==> config.mk <==
export PLATFORM = sky130hd
export DESIGN_NAME = vram_wr_arbiter_flat
export DESIGN_NICKNAME = d
export VERILOG_FILES = /design/src/rtl/vram_arb_pkg.sv /design/src/rtl/vram_wr_arbiter_if.sv /design/src/rtl/vram_wr_fifo.sv /design/src/rtl/vram_wr_arbiter.sv /design/src/flat_wrapper.sv
export SDC_FILE = /design/constraint.sdc
export NUM_CORES = 1
export LEC_CHECK = 0
export BUFFER_PORTS_ARGS = -buffer_cell sky130_fd_sc_hd__buf_2
export CAP_MARGIN = 20
export CORE_MARGIN = 5
export CORE_UTILIZATION = 55
export CTS_CLUSTER_DIAMETER = 50
export DETAILED_ROUTE_END_ITERATION = 12
export PLACE_DENSITY = 0.82
export SLEW_MARGIN = 40
export SYNTH_ARGS = -nofsm -noshare
export SYNTH_HDL_FRONTEND = slang
export SYNTH_SLANG_ARGS = --single-unit
==> constraint.sdc <==
create_clock -name clk -period 3.2 [get_ports clk]
set_input_delay 0.32 -clock clk [delete_from_list [all_inputs] [get_ports clk]]
set_output_delay 0.32 -clock clk [all_outputs]
set_load 0.03 [all_outputs]
==> src/rtl/vram_arb_pkg.sv <==
// Shared types and widths for the VRAM write arbiter: pixel/address widths,
// fill FSM states, grant encoding and the buffered CPU write payload.
package vram_arb_pkg;

   localparam int unsigned VRAM_AW = 19;
   localparam int unsigned PIX_W   = 12;
   localparam int unsigned WR_W    = VRAM_AW + PIX_W;

   typedef enum logic [1:0] {
      IDLE = 2'd0,
      RUN  = 2'd1,
      DONE = 2'd2
   } fill_state_e;

   typedef enum logic [1:0] {
      GNT_NONE = 2'd0,
      GNT_CPU  = 2'd1,
      GNT_FILL = 2'd2
   } gnt_e;

   typedef struct packed {
      logic [VRAM_AW-1:0] addr;
      logic [PIX_W-1:0]   data;
   } vram_wr_t;

endpackage

==> src/rtl/vram_wr_arbiter_if.sv <==
// Bus bundle between the bus decoder / fill control and the VRAM write arbiter.
interface vram_wr_arbiter_if;
   import vram_arb_pkg::*;

   logic               cpu_we;
   logic [VRAM_AW-1:0] cpu_addr;
   logic [PIX_W-1:0]   cpu_data;
   logic               cpu_ready;
   logic               fill_start;
   logic [VRAM_AW-1:0] fill_base;
   logic [VRAM_AW-1:0] fill_len;
   logic [PIX_W-1:0]   fill_color;
   logic               fill_busy;
   logic               fill_done;
   logic               wr_ovf;
   logic               ovf_clr;
   logic               vram_stall;
   logic               vram_we;
   logic [VRAM_AW-1:0] vram_addr;
   logic [PIX_W-1:0]   vram_data;

   modport slave (
      input  cpu_we, cpu_addr, cpu_data, fill_start, fill_base, fill_len,
             fill_color, ovf_clr, vram_stall,
      output cpu_ready, fill_busy, fill_done, wr_ovf, vram_we, vram_addr, vram_data
   );

   modport master (
      output cpu_we, cpu_addr, cpu_data, fill_start, fill_base, fill_len,
             fill_color, ovf_clr, vram_stall,
      input  cpu_ready, fill_busy, fill_done, wr_ovf, vram_we, vram_addr, vram_data
   );

endinterface

==> src/rtl/vram_wr_fifo.sv <==
// Synchronous FIFO for buffered CPU pixel writes; push ignored when full,
// pop ignored when empty; no write-through bypass.
module vram_wr_fifo
   import vram_arb_pkg::*;
#(
   parameter int unsigned DEPTH = 4
) (
   input  logic     clk,
   input  logic     rst,
   input  logic     i_push,
   input  vram_wr_t i_din,
   input  logic     i_pop,
   output vram_wr_t o_dout_c,
   output logic     o_full_c,
   output logic     o_empty_c
);

   localparam int unsigned PTR_W = $clog2(DEPTH);
   localparam int unsigned CNT_W = PTR_W + 1;

   vram_wr_t           r_mem [DEPTH];
   logic [PTR_W-1:0]   r_wptr;
   logic [PTR_W-1:0]   r_rptr;
   logic [CNT_W-1:0]   r_count;
   logic               w_push;
   logic               w_pop;

   assign o_full_c  = (r_count == CNT_W'(DEPTH));
   assign o_empty_c = (r_count == '0);
   assign o_dout_c  = r_mem[r_rptr];
   assign w_push    = i_push & ~o_full_c;
   assign w_pop     = i_pop & ~o_empty_c;

   always_ff @(posedge clk) begin
      if (w_push) r_mem[r_wptr] <= i_din;
   end

   // Pointers wrap naturally since DEPTH is a power of two.
   always_ff @(posedge clk) begin
      if (!rst) begin
         r_wptr  <= '0;
         r_rptr  <= '0;
         r_count <= '0;
      end else begin
         if (w_push) r_wptr <= r_wptr + PTR_W'(1);
         if (w_pop)  r_rptr <= r_rptr + PTR_W'(1);
         case ({w_push, w_pop})
            2'b10:   r_count <= r_count + CNT_W'(1);
            2'b01:   r_count <= r_count - CNT_W'(1);
            default: r_count <= r_count;
         endcase
      end
   end

endmodule

==> src/rtl/vram_wr_arbiter.sv <==
// Shares the VRAM write port between buffered CPU stores and the linear fill engine.
// Define VRAM_ARB_RR_EN for round-robin arbitration; default is CPU fixed priority.
module vram_wr_arbiter
   import vram_arb_pkg::*;
#(
   parameter int unsigned FIFO_DEPTH = 4,
   parameter int unsigned VRAM_WORDS = 307200
) (
   input  logic               clk,
   input  logic               rst,
   vram_wr_arbiter_if.slave   bus
);

   fill_state_e        r_state, w_state_nxt;
   logic [VRAM_AW-1:0] r_fill_addr, w_fill_addr_nxt;
   logic [VRAM_AW-1:0] r_fill_rem, w_fill_rem_nxt;
   logic [PIX_W-1:0]   r_fill_color, w_fill_color_nxt;
   logic               r_fill_busy, w_fill_busy_nxt;
   logic               r_fill_done, w_fill_done_nxt;
   logic               r_vram_we;
   logic [VRAM_AW-1:0] r_vram_addr;
   logic [PIX_W-1:0]   r_vram_data;
   logic               r_wr_ovf;

   vram_wr_t           w_fifo_din, w_fifo_dout;
   logic               w_full, w_empty;
   logic               w_ovf_set;
   logic [VRAM_AW:0]   w_addr_inc;
   gnt_e               w_gnt;

   assign w_fifo_din = '{addr: bus.cpu_addr, data: bus.cpu_data};
   assign w_ovf_set  = bus.cpu_we & w_full;

   vram_wr_fifo #(.DEPTH(FIFO_DEPTH)) u_fifo (
      .clk       (clk),
      .rst       (rst),
      .i_push    (bus.cpu_we),
      .i_din     (w_fifo_din),
      .i_pop     (w_gnt == GNT_CPU),
      .o_dout_c  (w_fifo_dout),
      .o_full_c  (w_full),
      .o_empty_c (w_empty)
   );

`ifdef VRAM_ARB_RR_EN
   // High means CPU wins the next contended cycle.
   logic r_rr_cpu;

   always_ff @(posedge clk) begin
      if (!rst)                  r_rr_cpu <= 1'b1;
      else if (w_gnt == GNT_CPU)  r_rr_cpu <= 1'b0;
      else if (w_gnt == GNT_FILL) r_rr_cpu <= 1'b1;
   end
`endif

   always_comb begin
      w_gnt = GNT_NONE;
      if (!bus.vram_stall) begin
         if (!w_empty && r_state == RUN) begin
`ifdef VRAM_ARB_RR_EN
            w_gnt = r_rr_cpu ? GNT_CPU : GNT_FILL;
`else
            w_gnt = GNT_CPU;
`endif
         end else if (!w_empty) begin
            w_gnt = GNT_CPU;
         end else if (r_state == RUN) begin
            w_gnt = GNT_FILL;
         end
      end
   end

   // Fill FSM next-state and counter updates.
   always_comb begin
      w_state_nxt      = r_state;
      w_fill_addr_nxt  = r_fill_addr;
      w_fill_rem_nxt   = r_fill_rem;
      w_fill_color_nxt = r_fill_color;
      w_fill_busy_nxt  = r_fill_busy;
      w_fill_done_nxt  = 1'b0;
      w_addr_inc       = {1'b0, r_fill_addr} + (VRAM_AW+1)'(1);
      unique case (r_state)
         IDLE: begin
            if (bus.fill_start) begin
               if (bus.fill_len != '0) begin
                  w_state_nxt      = RUN;
                  w_fill_addr_nxt  = bus.fill_base;
                  w_fill_rem_nxt   = bus.fill_len;
                  w_fill_color_nxt = bus.fill_color;
                  w_fill_busy_nxt  = 1'b1;
               end else begin
                  w_fill_done_nxt  = 1'b1;
               end
            end
         end
         RUN: begin
            if (w_gnt == GNT_FILL) begin
               w_fill_addr_nxt = (w_addr_inc >= (VRAM_AW+1)'(VRAM_WORDS))
                                 ? '0 : w_addr_inc[VRAM_AW-1:0];
               w_fill_rem_nxt  = r_fill_rem - VRAM_AW'(1);
               if (r_fill_rem == VRAM_AW'(1)) w_state_nxt = DONE;
            end
         end
         DONE: begin
            w_state_nxt     = IDLE;
            w_fill_busy_nxt = 1'b0;
            w_fill_done_nxt = 1'b1;
         end
         default: w_state_nxt = IDLE;
      endcase
   end

   always_ff @(posedge clk) begin
      if (!rst) begin
         r_state      <= IDLE;
         r_fill_addr  <= '0;
         r_fill_rem   <= '0;
         r_fill_color <= '0;
         r_fill_busy  <= 1'b0;
         r_fill_done  <= 1'b0;
      end else begin
         r_state      <= w_state_nxt;
         r_fill_addr  <= w_fill_addr_nxt;
         r_fill_rem   <= w_fill_rem_nxt;
         r_fill_color <= w_fill_color_nxt;
         r_fill_busy  <= w_fill_busy_nxt;
         r_fill_done  <= w_fill_done_nxt;
      end
   end

   // Write port registers; addr/data hold when nothing is granted.
   always_ff @(posedge clk) begin
      if (!rst) begin
         r_vram_we   <= 1'b0;
         r_vram_addr <= '0;
         r_vram_data <= '0;
         r_wr_ovf    <= 1'b0;
      end else begin
         r_vram_we <= (w_gnt != GNT_NONE);
         unique case (w_gnt)
            GNT_CPU: begin
               r_vram_addr <= w_fifo_dout.addr;
               r_vram_data <= w_fifo_dout.data;
            end
            GNT_FILL: begin
               r_vram_addr <= r_fill_addr;
               r_vram_data <= r_fill_color;
            end
            default: ;
         endcase
         if (w_ovf_set)        r_wr_ovf <= 1'b1;
         else if (bus.ovf_clr) r_wr_ovf <= 1'b0;
      end
   end

   assign bus.cpu_ready = ~w_full;
   assign bus.fill_busy = r_fill_busy;
   assign bus.fill_done = r_fill_done;
   assign bus.wr_ovf    = r_wr_ovf;
   assign bus.vram_we   = r_vram_we;
   assign bus.vram_addr = r_vram_addr;
   assign bus.vram_data = r_vram_data;

endmodule
==> src/flat_wrapper.sv <==
// flat-port wrapper written by rule: the top's interface ports become plain ports
module vram_wr_arbiter_flat import vram_arb_pkg::*;
#(
   parameter int unsigned FIFO_DEPTH = 4,
   parameter int unsigned VRAM_WORDS = 307200
)
  (clk, rst, bus_cpu_we, bus_cpu_addr, bus_cpu_data, bus_fill_start, bus_fill_base, bus_fill_len, bus_fill_color, bus_ovf_clr, bus_vram_stall, bus_cpu_ready, bus_fill_busy, bus_fill_done, bus_wr_ovf, bus_vram_we, bus_vram_addr, bus_vram_data);
  vram_wr_arbiter_if bus_i ();
  input  logic clk;
  input  logic rst;
  input wire logic [$bits(bus_i.cpu_we)-1:0] bus_cpu_we;
  input wire logic [$bits(bus_i.cpu_addr)-1:0] bus_cpu_addr;
  input wire logic [$bits(bus_i.cpu_data)-1:0] bus_cpu_data;
  input wire logic [$bits(bus_i.fill_start)-1:0] bus_fill_start;
  input wire logic [$bits(bus_i.fill_base)-1:0] bus_fill_base;
  input wire logic [$bits(bus_i.fill_len)-1:0] bus_fill_len;
  input wire logic [$bits(bus_i.fill_color)-1:0] bus_fill_color;
  input wire logic [$bits(bus_i.ovf_clr)-1:0] bus_ovf_clr;
  input wire logic [$bits(bus_i.vram_stall)-1:0] bus_vram_stall;
  output wire logic [$bits(bus_i.cpu_ready)-1:0] bus_cpu_ready;
  output wire logic [$bits(bus_i.fill_busy)-1:0] bus_fill_busy;
  output wire logic [$bits(bus_i.fill_done)-1:0] bus_fill_done;
  output wire logic [$bits(bus_i.wr_ovf)-1:0] bus_wr_ovf;
  output wire logic [$bits(bus_i.vram_we)-1:0] bus_vram_we;
  output wire logic [$bits(bus_i.vram_addr)-1:0] bus_vram_addr;
  output wire logic [$bits(bus_i.vram_data)-1:0] bus_vram_data;
  assign bus_i.cpu_we = bus_cpu_we;
  assign bus_i.cpu_addr = bus_cpu_addr;
  assign bus_i.cpu_data = bus_cpu_data;
  assign bus_i.fill_start = bus_fill_start;
  assign bus_i.fill_base = bus_fill_base;
  assign bus_i.fill_len = bus_fill_len;
  assign bus_i.fill_color = bus_fill_color;
  assign bus_i.ovf_clr = bus_ovf_clr;
  assign bus_i.vram_stall = bus_vram_stall;
  assign bus_cpu_ready = bus_i.cpu_ready;
  assign bus_fill_busy = bus_i.fill_busy;
  assign bus_fill_done = bus_i.fill_done;
  assign bus_wr_ovf = bus_i.wr_ovf;
  assign bus_vram_we = bus_i.vram_we;
  assign bus_vram_addr = bus_i.vram_addr;
  assign bus_vram_data = bus_i.vram_data;
  vram_wr_arbiter #(.FIFO_DEPTH(FIFO_DEPTH), .VRAM_WORDS(VRAM_WORDS)) u_core (.clk(clk), .rst(rst), .bus(bus_i));
endmodule
==> metrics.txt, run 1 <==
cell internal power dissipation=5.76 mW; crit end category=flip-flop; reported net switching power=2.54 mW; final std cell area, no fill=11,300 um2; synth cell count leaders=sky130_fd_sc_hd__edfxtp_1, sky130_fd_sc_hd__dfxtp_1, sky130_fd_sc_hd__nor2_1, sky130_fd_sc_hd__mux2i_1, sky130_fd_sc_hd__nand2_1; number of top-level design ports=123; gpl congestion=0.923; mean post-synth cell area=12.2 um2; final worst path period share=0.853; CP Data Required Time=3.66 ns; flip-flop and latch count after synthesis=220; average wire per standard cell=19.9 um; cell area after placement=10,400 um2; overall power=8.30 mW; EDFF count, synth=124; post-layout net count=999; global-route usage over all layers=0.225; count of routing violations after the opening detailed-route iteration=562; detailed placement HPWL=15.0 mm; slew at the pin with the worst max-slew slack=0.841 ns; overall via count from detail_route=6,829; Cell Chain, Critical Path=ha_1, nand3_1, a2111o_1, a22o_1, a41o_1, a211o_1, o31ai_2, a21o_1; first-pass GRT wire length=36.0 mm; number of global-route vias before repair=6,754; logic depth of the worst path, buffers included=8; number of H-tree levels=1; final max-slew violation count=0; Worst path max stage delay=0.44 ns; first-pass iteration count of the detailed router=5; non-filler instance count after layout=1,144; terminus of the critical flop-to-flop path=u_core.r_fill_addr[4]$_SDFFE_PN0P_; leakage power of the design=4.18 nW; root buffer cell=sky130_fd_sc_hd__clkbuf_16; Max Clk Rate=0.366 GHz; antenna viol nets, final=0; portion of total power attributed to the clock network=0.347; Min Hold Slack=0.0168 ns; crit path max-delay cell type=sky130_fd_sc_hd__a211o_1; post-layout minimum cycle time=2.73 ns; post-placement worst setup slack=0.508 ns; Final Hold Vio Count=0; total number of yosys warnings=0; final total negative setup slack=0 ns; ranking of synthesized cells by area=sky130_fd_sc_hd__edfxtp_1, sky130_fd_sc_hd__dfxtp_1, sky130_fd_sc_hd__mux4_2; highest fanout seen on the critical path=10; Synth Flop Type=sky130_fd_sc_hd__edfxtp_1; r2r startpoint=u_core.r_fill_addr[0]$_SDFFE_PN0P_; vias per cell=5.97; starting utilization of the core area=0.556; result of the run=completed; Worst Hold Launch=bus_cpu_addr[8]; Post-synth ARST share=0; proportion of synthesized chip area in sequential cells=0.592; Buf/Inv on CP=0; # Post-CTS Setup Buffers=0; Hold Crit Depth=1; Worst path top cell family by delay=compound AO/OA/AOI/OAI gates; clock tree from TritonCTS=built; most common cell in the synthesized netlist=sky130_fd_sc_hd__edfxtp_1; clock tree buffer depth=3; number of different library cells in the post-synthesis netlist=60; Resize count post-CTS=0; fill cell count=1,307; fraction of layout cells with a size suffix above 1=0.257; clock latency on the worst-skew pair=0.52 ns; classification of the worst setup path=reg -> reg; area enclosed by the die boundary=20,100 um2; cell taking the most area after synthesis=sky130_fd_sc_hd__edfxtp_1; drt drc=0; proportion of power drawn by combinational gates=0.223; largest net degree at the start of global routing=63; setup ws final=0.469 ns; final wirelength=22.8 mm; initial antenna violation count=2; post-synth net total=879; cts hold-fix bufs=3; placeable core region=17,200 um2; hold path endpoint=u_core.u_fifo.r_mem[1][20]$_DFFE_PP_; number of cells on the worst reg-to-reg path=8; max cap viols=0; summed instance area of the synthesized netlist=9540 um2; number of cells after detailed placement=1,095; Inserted Clock Buffers=25; site row count=48; count of mapped cells out of synthesis=780; Syn-to-layout area delta=18.9%; Diodes inserted=0; clock sinks=220; die outline width=142 um; final setup vio count=0; Net Sw Frac=0.306; GR Overflow Total=0; Data arrival, critical path=3.19 ns; sequential share of power=0.430; r2r setup slk=0.47 ns; number of input and output port buffers inserted=122; Die Span Y=142 um; fin util=0.660; Hold Crit Class=in -> reg; worst ir drop on vdd=0.000509 V; slew margin rel.=0.439; RSZ-0062 raised after global routing=no; Critical Path Source Type=flip-flop; worst-case clock skew=0.0127 ns; Clk pin slew, worst setup/hold paths=0.06 ns; Synth top area share=0.390; pwr/cell area=732 nW/um2
[sequential cells by signal, indices dropped and copies added (netlist names), named ones only]
register / count
u_core.r_fill_rem: 19
u_core.u_fifo.r_wptr: 2
u_core.r_fill_color: 12
u_core.u_fifo.r_count: 3
u_core.r_state: 2
u_core.u_fifo.r_mem: 124
u_core.bus.fill_done: 1
u_core.bus.vram_data: 12
u_core.bus.wr_ovf: 1
u_core.r_fill_addr: 19
u_core.bus.vram_addr: 19
u_core.bus.fill_busy: 1
u_core.u_fifo.r_rptr: 2
u_core.bus.vram_we: 1
[power by group through the flow]
stage	clock [mW]	combinational [mW]	sequential [mW]
global route	3.06	2.02	3.60
global placement	0	1.79	3.61
floorplan	0	1.01	3.84
CTS	2.92	1.87	3.57
detailed placement	0	1.85	3.62
finish	2.88	1.85	3.57
[metal layers]
metal / up-vias / track usage / routed length [um] / share of wire
met4: 4 / 0.0631 / 604 / 0.027
li1: 3220 / - / - / -
met3: 45 / 0.0455 / 1810 / 0.080
met1: 3295 / 0.291 / 9030 / 0.40
met2: 265 / 0.386 / 11300 / 0.50
met5: - / 0 / 14 / 0.00062
[layout make-up]
type,instances,area [um2],share of cell area
tap,225,282,0.0248
clock inverter,13,133,0.0117
clock buffer,33,728,0.0642
multi-input combinational,488,3620,0.320
inverter,18,67.6,0.00596
timing repair buffer,147,863,0.0761
sequential,220,5650,0.498
[worst max path at each step]
stage | slack [ns] | to | from
floorplan | 0.41 | u_core.u_fifo.r_count[2]$_SDFFE_PN0P_ | u_core.r_state[1]$_SDFFE_PN0P_
global placement | 0.55 | u_core.r_fill_addr[4]$_SDFFE_PN0P_ | u_core.r_fill_addr[4]$_SDFFE_PN0P_
detailed placement | 0.51 | u_core.r_fill_addr[4]$_SDFFE_PN0P_ | u_core.r_fill_addr[1]$_SDFFE_PN0P_
CTS | 0.48 | u_core.r_fill_addr[4]$_SDFFE_PN0P_ | u_core.r_fill_addr[0]$_SDFFE_PN0P_
global route | 0.31 | u_core.r_fill_addr[0]$_SDFFE_PN0P_ | u_core.r_fill_addr[0]$_SDFFE_PN0P_
finish | 0.47 | u_core.r_fill_addr[4]$_SDFFE_PN0P_ | u_core.r_fill_addr[0]$_SDFFE_PN0P_
[placed cells by master, fill, tap and decap left out, types with 3 or more instances in the layout]
| cell | count |
|---|---|
| sky130_fd_sc_hd__nand2_1 | 39 |
| sky130_fd_sc_hd__nor4_1 | 11 |
| sky130_fd_sc_hd__and3_1 | 11 |
| sky130_fd_sc_hd__mux4_2 | 31 |
| sky130_fd_sc_hd__clkinvlp_4 | 4 |
| sky130_fd_sc_hd__a22o_1 | 3 |
| sky130_fd_sc_hd__xor2_1 | 9 |
| sky130_fd_sc_hd__inv_1 | 17 |
| sky130_fd_sc_hd__nor2_1 | 96 |
| sky130_fd_sc_hd__buf_4 | 18 |
| sky130_fd_sc_hd__a22oi_1 | 4 |
| sky130_fd_sc_hd__o41ai_1 | 3 |
| sky130_fd_sc_hd__a21o_1 | 4 |
| sky130_fd_sc_hd__buf_12 | 3 |
| sky130_fd_sc_hd__a32oi_1 | 4 |
| sky130_fd_sc_hd__clkbuf_8 | 3 |
| sky130_fd_sc_hd__dlygate4sd3_1 | 3 |
| sky130_fd_sc_hd__buf_2 | 122 |
| sky130_fd_sc_hd__clkbuf_1 | 3 |
| sky130_fd_sc_hd__edfxtp_1 | 124 |
| sky130_fd_sc_hd__mux2i_1 | 44 |
| sky130_fd_sc_hd__a221oi_1 | 5 |
| sky130_fd_sc_hd__nand4_1 | 9 |
| sky130_fd_sc_hd__o22ai_1 | 8 |
| sky130_fd_sc_hd__dfxtp_1 | 95 |
| sky130_fd_sc_hd__a31oi_1 | 6 |
| sky130_fd_sc_hd__nor3_1 | 17 |
| sky130_fd_sc_hd__a211oi_1 | 37 |
| sky130_fd_sc_hd__o21ai_0 | 31 |
| sky130_fd_sc_hd__ha_1 | 9 |
| sky130_fd_sc_hd__o211ai_1 | 3 |
| sky130_fd_sc_hd__clkbuf_16 | 27 |
| sky130_fd_sc_hd__xnor2_1 | 5 |
| sky130_fd_sc_hd__and4_1 | 3 |
| sky130_fd_sc_hd__a21oi_1 | 38 |
| sky130_fd_sc_hd__and2_1 | 5 |
| sky130_fd_sc_hd__nand3_1 | 8 |
| sky130_fd_sc_hd__or3_1 | 8 |
| sky130_fd_sc_hd__nand2b_1 | 3 |
[cell families after synthesis]
logic type	synth area share
AO/OA/AOI/OAI	0.119
XOR/XNOR	0.0128
adder cells (fa/ha/maj)	0.0165
buffers and inverters	0.0305
flip-flops	0.592
multiplexers	0.119
AND/OR/NAND/NOR	0.110
(Power assumes the default switching activity.)
==> run 2: changes to the inputs <==
--- a/config.mk
+++ b/config.mk
@@ -5,12 +5,13 @@
 export SDC_FILE = /design/constraint.sdc
 export NUM_CORES = 1
 export LEC_CHECK = 0
-export BUFFER_PORTS_ARGS = -buffer_cell sky130_fd_sc_hd__buf_2
+export BUFFER_PORTS_ARGS = -buffer_cell sky130_fd_sc_hd__buf_4
 export CAP_MARGIN = 20
 export CORE_MARGIN = 5
 export CORE_UTILIZATION = 55
 export CTS_CLUSTER_DIAMETER = 50
 export DETAILED_ROUTE_END_ITERATION = 12
+export GPL_ROUTABILITY_DRIVEN = 0
 export PLACE_DENSITY = 0.82
 export SLEW_MARGIN = 40
 export SYNTH_ARGS = -nofsm -noshare
==> metrics.txt, run 2 (synthesis gave the netlist of run 1 again) <==
result of the run=completed; clock sinks=220 (unchanged); clock latency on the worst-skew pair=0.52 ns (about the same); worst ir drop on vdd=0.000460 V (-9.6%); fraction of layout cells with a size suffix above 1=0.243 (-0.0140); first-pass iteration count of the detailed router=5 (unchanged); placeable core region=17,200 um2 (unchanged); largest net degree at the start of global routing=50 (-21%); highest-count cells in the layout ignoring fill and taps=sky130_fd_sc_hd__buf_4, sky130_fd_sc_hd__edfxtp_1, sky130_fd_sc_hd__nor2_1; final total negative setup slack=0 ns (unchanged); worst-case clock skew=0.0130 ns (+0.000275 ns); Worst Hold Launch=bus_cpu_addr[6]; r2r setup slk=0.45 ns (-0.02 ns); final setup vio count=0 (unchanged); r2r startpoint=u_core.r_fill_addr[0]$_SDFFE_PN0P_; detailed placement HPWL=15.1 mm (+0.89%); slew margin rel.=0.553 (+0.114); non-filler instance count after layout=1,160 (+1.4%); first-pass GRT wire length=36.8 mm (+2.1%); highest fanout seen on the critical path=10 (unchanged); leakage power of the design=4.30 nW (+2.9%); Data arrival, critical path=3.21 ns (+0.02 ns); Max Clk Rate=0.364 GHz (-0.72%); Cell Chain, Critical Path=ha_1, nand3_1, a2111o_1, a22o_1, a41o_1, a211o_1, o31ai_2, a21o_1; Die Span Y=142 um (unchanged); Top reg by flops=u_core.u_fifo.r_mem; post-layout minimum cycle time=2.75 ns (+0.0198 ns); Buf/Inv on CP=0 (unchanged); count of routing violations after the opening detailed-route iteration=663 (+18%); final worst path period share=0.860 (+0.00619); origin of the worst setup path=u_core.r_fill_addr[0]$_SDFFE_PN0P_; Critical Path Source Type=flip-flop; Final Hold Vio Count=0 (unchanged); slew at the pin with the worst max-slew slack=0.664 ns (-0.177 ns); fill cell count=1,287 (-1.5%); setup ws final=0.449 ns (-0.0198 ns); site row count=48 (unchanged); global-route usage over all layers=0.229 (+0.00457); antenna viol nets, final=0 (unchanged); max cap viols=0 (unchanged); Diodes inserted=0 (unchanged); most common cell after layout, fill and taps aside=sky130_fd_sc_hd__buf_4; number of H-tree levels=1 (unchanged); Syn-to-layout area delta=23.1%; area enclosed by the die boundary=20,100 um2 (unchanged); Largest register FFs=124 (unchanged); starting utilization of the core area=0.556 (unchanged); CP Data Required Time=3.66 ns (about the same); clock tree buffer depth=3 (unchanged); final wirelength=23.2 mm (+2.2%); classification of the worst setup path=reg -> reg; crit path max-delay cell type=sky130_fd_sc_hd__a211o_1; die outline width=142 um (unchanged); Inserted Clock Buffers=23 (-8.0%); root buffer cell=sky130_fd_sc_hd__clkbuf_16; crit end category=flip-flop; Worst path top cell family by delay=compound AO/OA/AOI/OAI gates; post-layout net count=1,017 (+1.8%); GR Overflow Total=0 (unchanged); Resize count post-CTS=0 (unchanged); # Post-CTS Setup Buffers=0 (unchanged); final max-slew violation count=0 (unchanged); post-placement worst setup slack=0.550 ns (+0.0425 ns); average wire per standard cell=20.0 um (+0.78%); pwr/cell area=701 nW/um2 (-4.2%); fin util=0.684 (+0.0233); RSZ-0062 raised after global routing=no; number of input and output port buffers inserted=122 (unchanged); Hold Crit Class=in -> reg; overall via count from detail_route=7,000 (+2.5%); drt drc=0 (unchanged); number of top-level design ports=123 (unchanged); clock tree from TritonCTS=built; Worst path max stage delay=0.44 ns (about the same); number of cells after detailed placement=1,092 (-0.27%); initial antenna violation count=0 (-2); Clk pin slew, worst setup/hold paths=0.06 ns (about the same); vias per cell=6.03 (+1.1%); number of global-route vias before repair=6,896 (+2.1%)
-- run 2: cell count changes in the layout (fill, tap and decap cells not counted), moves of 2 or more --
cell                            previous run  this run
sky130_fd_sc_hd__clkinv_2                  2         6
sky130_fd_sc_hd__clkinvlp_4                4         1
sky130_fd_sc_hd__clkbuf_16                27        23
sky130_fd_sc_hd__dlygate4sd3_1             3        26
sky130_fd_sc_hd__buf_4                    18       138
sky130_fd_sc_hd__buf_2                   122         0
sky130_fd_sc_hd__clkinv_4                  2         0
-- run 2: routing by layer --
| metal | vias up | share of wire | track usage |
|---|---|---|---|
| met2 | 303 | 0.49 | 0.388 |
| met5 | - | 0 | 0 |
| met3 | 52 | 0.079 | 0.0391 |
| met4 | 0 | 0.029 | 0.0621 |
| met1 | 3411 | 0.40 | 0.308 |
| li1 | 3234 | - | - |
-- run 2: path summary, 6_finish.rpt --
kind	endpoint	cells after the start
worst max-delay path	u_core.r_fill_addr[4]$_SDFFE_PN0P_	8
worst min-delay path	u_core.u_fifo.r_mem[3][18]$_DFFE_PP_	1
worst min register to register	u_core.bus.vram_addr[16]$_SDFFE_PN0P_	2
worst max register to register	u_core.r_fill_addr[4]$_SDFFE_PN0P_	8
-- run 2: where the power goes --
group	internal (mW)	switching (mW)	total [mW]
combinational	0.831	1.16	1.99
clock	1.55	1.11	2.66
sequential	3.34	0.238	3.58
total	5.72	2.51	8.23
-- run 2: area by class of cell --
class                      count  area (um2)  share of cell area
sequential                   220        5650               0.481
multi-input combinational    488        3630               0.309
timing repair buffer         167        1360               0.116
clock buffer                  29         618              0.0526
tap                          225         282              0.0240
clock inverter                13         139              0.0118
inverter                      18        67.6             0.00575
-- run 2: metrics by stage --
| stage | hold WS (ns) | instance area (um2) | power, mW |
|---|---|---|---|
| floorplan | 0.419 | 9540 | 4.85 |
| global placement | 0.458 | 10700 | 5.52 |
| detailed placement | 0.478 | 10700 | 5.58 |
| CTS | 0.000138 | 11700 | 8.28 |
| global route | 0.00376 | 11700 | 8.59 |
| finish | 0.0161 | 11700 | 8.23 |
-- run 2: what timing repair did --
item                                    4_1_cts  5_1_grt
hold buffers                                 26        0
endpoints found under the setup margin        0        0
endpoints found under the hold margin       104        0
==> run 3: changes to the inputs <==
==> constraint.sdc (replaced) <==
create_clock -name clk -period 3.45 [get_ports clk]
set_input_delay 0.345 -clock clk [delete_from_list [all_inputs] [get_ports clk]]
set_output_delay 0.345 -clock clk [all_outputs]
set_load 0.03 [all_outputs]
==> metrics.txt, run 3 (synthesis gave the netlist of run 1 again) <==
Clk pin slew, worst setup/hold paths=0.06 ns (about the same); average wire per standard cell=20.2 um (+0.70%); final wirelength=22.8 mm (-1.8%); setup ws final=0.427 ns (-0.0221 ns); Final Hold Vio Count=0 (unchanged); most common cell after layout, fill and taps aside=sky130_fd_sc_hd__buf_4; sequential share of power=0.446 (+0.011); final setup vio count=0 (unchanged); max cap viols=0 (unchanged); first-pass iteration count of the detailed router=6 (+1); Min Hold Slack=0.0401 ns (+0.0240 ns); classification of the worst setup path=reg -> reg; worst-case clock skew=0.0153 ns (+0.00226 ns); final total negative setup slack=0 ns (unchanged); Inserted Clock Buffers=23 (unchanged); fraction of layout cells with a size suffix above 1=0.247 (+0.00446); site row count=48 (unchanged); overall power=7.44 mW (-9.6%); crit end category=flip-flop; Max Clk Rate=0.331 GHz (-9.0%); number of top-level design ports=123 (unchanged); number of global-route vias before repair=6,737 (-2.3%); Top reg by flops=u_core.u_fifo.r_mem; CP Data Required Time=3.86 ns (+0.20 ns); clock tree from TritonCTS=built; final worst path period share=0.876 (+0.0166); slew margin rel.=0.464 (-0.0888); leakage power of the design=4.16 nW (-3.2%); reported net switching power=2.29 mW (-8.8%); GR Overflow Total=0 (unchanged); antenna viol nets, final=0 (unchanged); post-layout minimum cycle time=3.02 ns (+0.272 ns); slew at the pin with the worst max-slew slack=0.796 ns (+0.132 ns); number of input and output port buffers inserted=122 (unchanged); global-route usage over all layers=0.226 (-0.00332); number of H-tree levels=1 (unchanged); origin of the worst setup path=u_core.r_fill_addr[5]$_SDFFE_PN0P_; highest fanout seen on the critical path=11 (+1); area enclosed by the die boundary=20,100 um2 (unchanged); proportion of power drawn by combinational gates=0.242 (about the same); first-pass GRT wire length=36.2 mm (-1.6%); count of routing violations after the opening detailed-route iteration=572 (-14%); clock latency on the worst-skew pair=0.51 ns (about the same); Resize count post-CTS=0 (unchanged); highest-count cells in the layout ignoring fill and taps=sky130_fd_sc_hd__buf_4, sky130_fd_sc_hd__edfxtp_1, sky130_fd_sc_hd__nor2_1; drt drc=0 (unchanged); RSZ-0062 raised after global routing=no; Critical Path Source Type=flip-flop; Die Span Y=142 um (unchanged); r2r startpoint=u_core.r_fill_addr[5]$_SDFFE_PN0P_; starting utilization of the core area=0.556 (unchanged); final max-slew violation count=0 (unchanged); vias per cell=6.10 (+1.0%); overall via count from detail_route=6,894 (-1.5%); worst ir drop on vdd=0.000515 V (+12%); detailed placement HPWL=14.9 mm (-1.5%); initial antenna violation count=0 (unchanged); cts hold-fix bufs=0 (-100%); root buffer cell=sky130_fd_sc_hd__clkbuf_16; Hold Crit Class=in -> reg; placeable core region=17,200 um2 (unchanged); portion of total power attributed to the clock network=0.311 (-0.013); Syn-to-layout area delta=19.8%; post-layout net count=989 (-2.8%); # Post-CTS Setup Buffers=0 (unchanged); post-placement worst setup slack=0.546 ns (-0.00390 ns); result of the run=completed; Data arrival, critical path=3.43 ns (+0.22 ns); pwr/cell area=651 nW/um2 (-7.1%); cell internal power dissipation=5.15 mW (-9.9%); Worst Hold Launch=bus_cpu_addr[16]; largest net degree at the start of global routing=48 (-4.0%); clock sinks=220 (unchanged); die outline width=142 um (unchanged); Largest register FFs=124 (unchanged); Net Sw Frac=0.308 (+0.00271); Diodes inserted=0 (unchanged); clock tree buffer depth=3 (unchanged)
## run 3: per-stage QoR
stage               instances   util  instance area [um2]
floorplan                 780      -                 9540
global placement         1088  0.621                10700
detailed placement       1090  0.624                10700
CTS                      1131  0.666                11400
global route             1131  0.666                11400
finish                   1131  0.666                11400
## run 3: final timing paths
kind / to / slack [ns] / cells past startpoint
min reg2reg: u_core.r_fill_rem[4]$_SDFFE_PN0P_ / 0.47 / 2
min: u_core.u_fifo.r_mem[3][28]$_DFFE_PP_ / 0.04 / 1
max: u_core.r_fill_addr[4]$_SDFFE_PN0P_ / 0.43 / 7
max reg2reg: u_core.r_fill_addr[4]$_SDFFE_PN0P_ / 0.43 / 7
## run 3: critical path, stage by stage (launching register included)
cell                      delay, ns
sky130_fd_sc_hd__dfxtp_1       0.47
sky130_fd_sc_hd__nand4_1       0.43
sky130_fd_sc_hd__nor4_1        0.83
sky130_fd_sc_hd__a31oi_1       0.20
sky130_fd_sc_hd__a41oi_1       0.30
sky130_fd_sc_hd__a211o_1       0.40
sky130_fd_sc_hd__o22ai_1       0.11
sky130_fd_sc_hd__a21o_1        0.19
## run 3: power groups by stage
stage                     Combinational, mW  Sequential (mW)  Clock (mW)
after global routing                   1.96             3.36        2.48
after global placement                 1.76             3.36           0
after detailed placement               1.80             3.37           0
after CTS                              1.82             3.32        2.35
final                                  1.80             3.32        2.32
after floorplan                       0.935             3.57           0
## run 3: final cells by class
class | instances | area, um2
clock inverter | 17 | 126
sequential | 220 | 5650
tap | 225 | 282
timing repair buffer | 139 | 1110
clock buffer | 24 | 579
fill | 1298 | 5740
multi-input combinational | 488 | 3620
inverter | 18 | 67.6
## run 3: per-layer routing
layer	GRT usage	wire length, um	share of wire
met1	0.292	9020	0.40
met2	0.384	11100	0.49
met5	0	0	0
met4	0.0641	587	0.026
met3	0.0516	2090	0.091
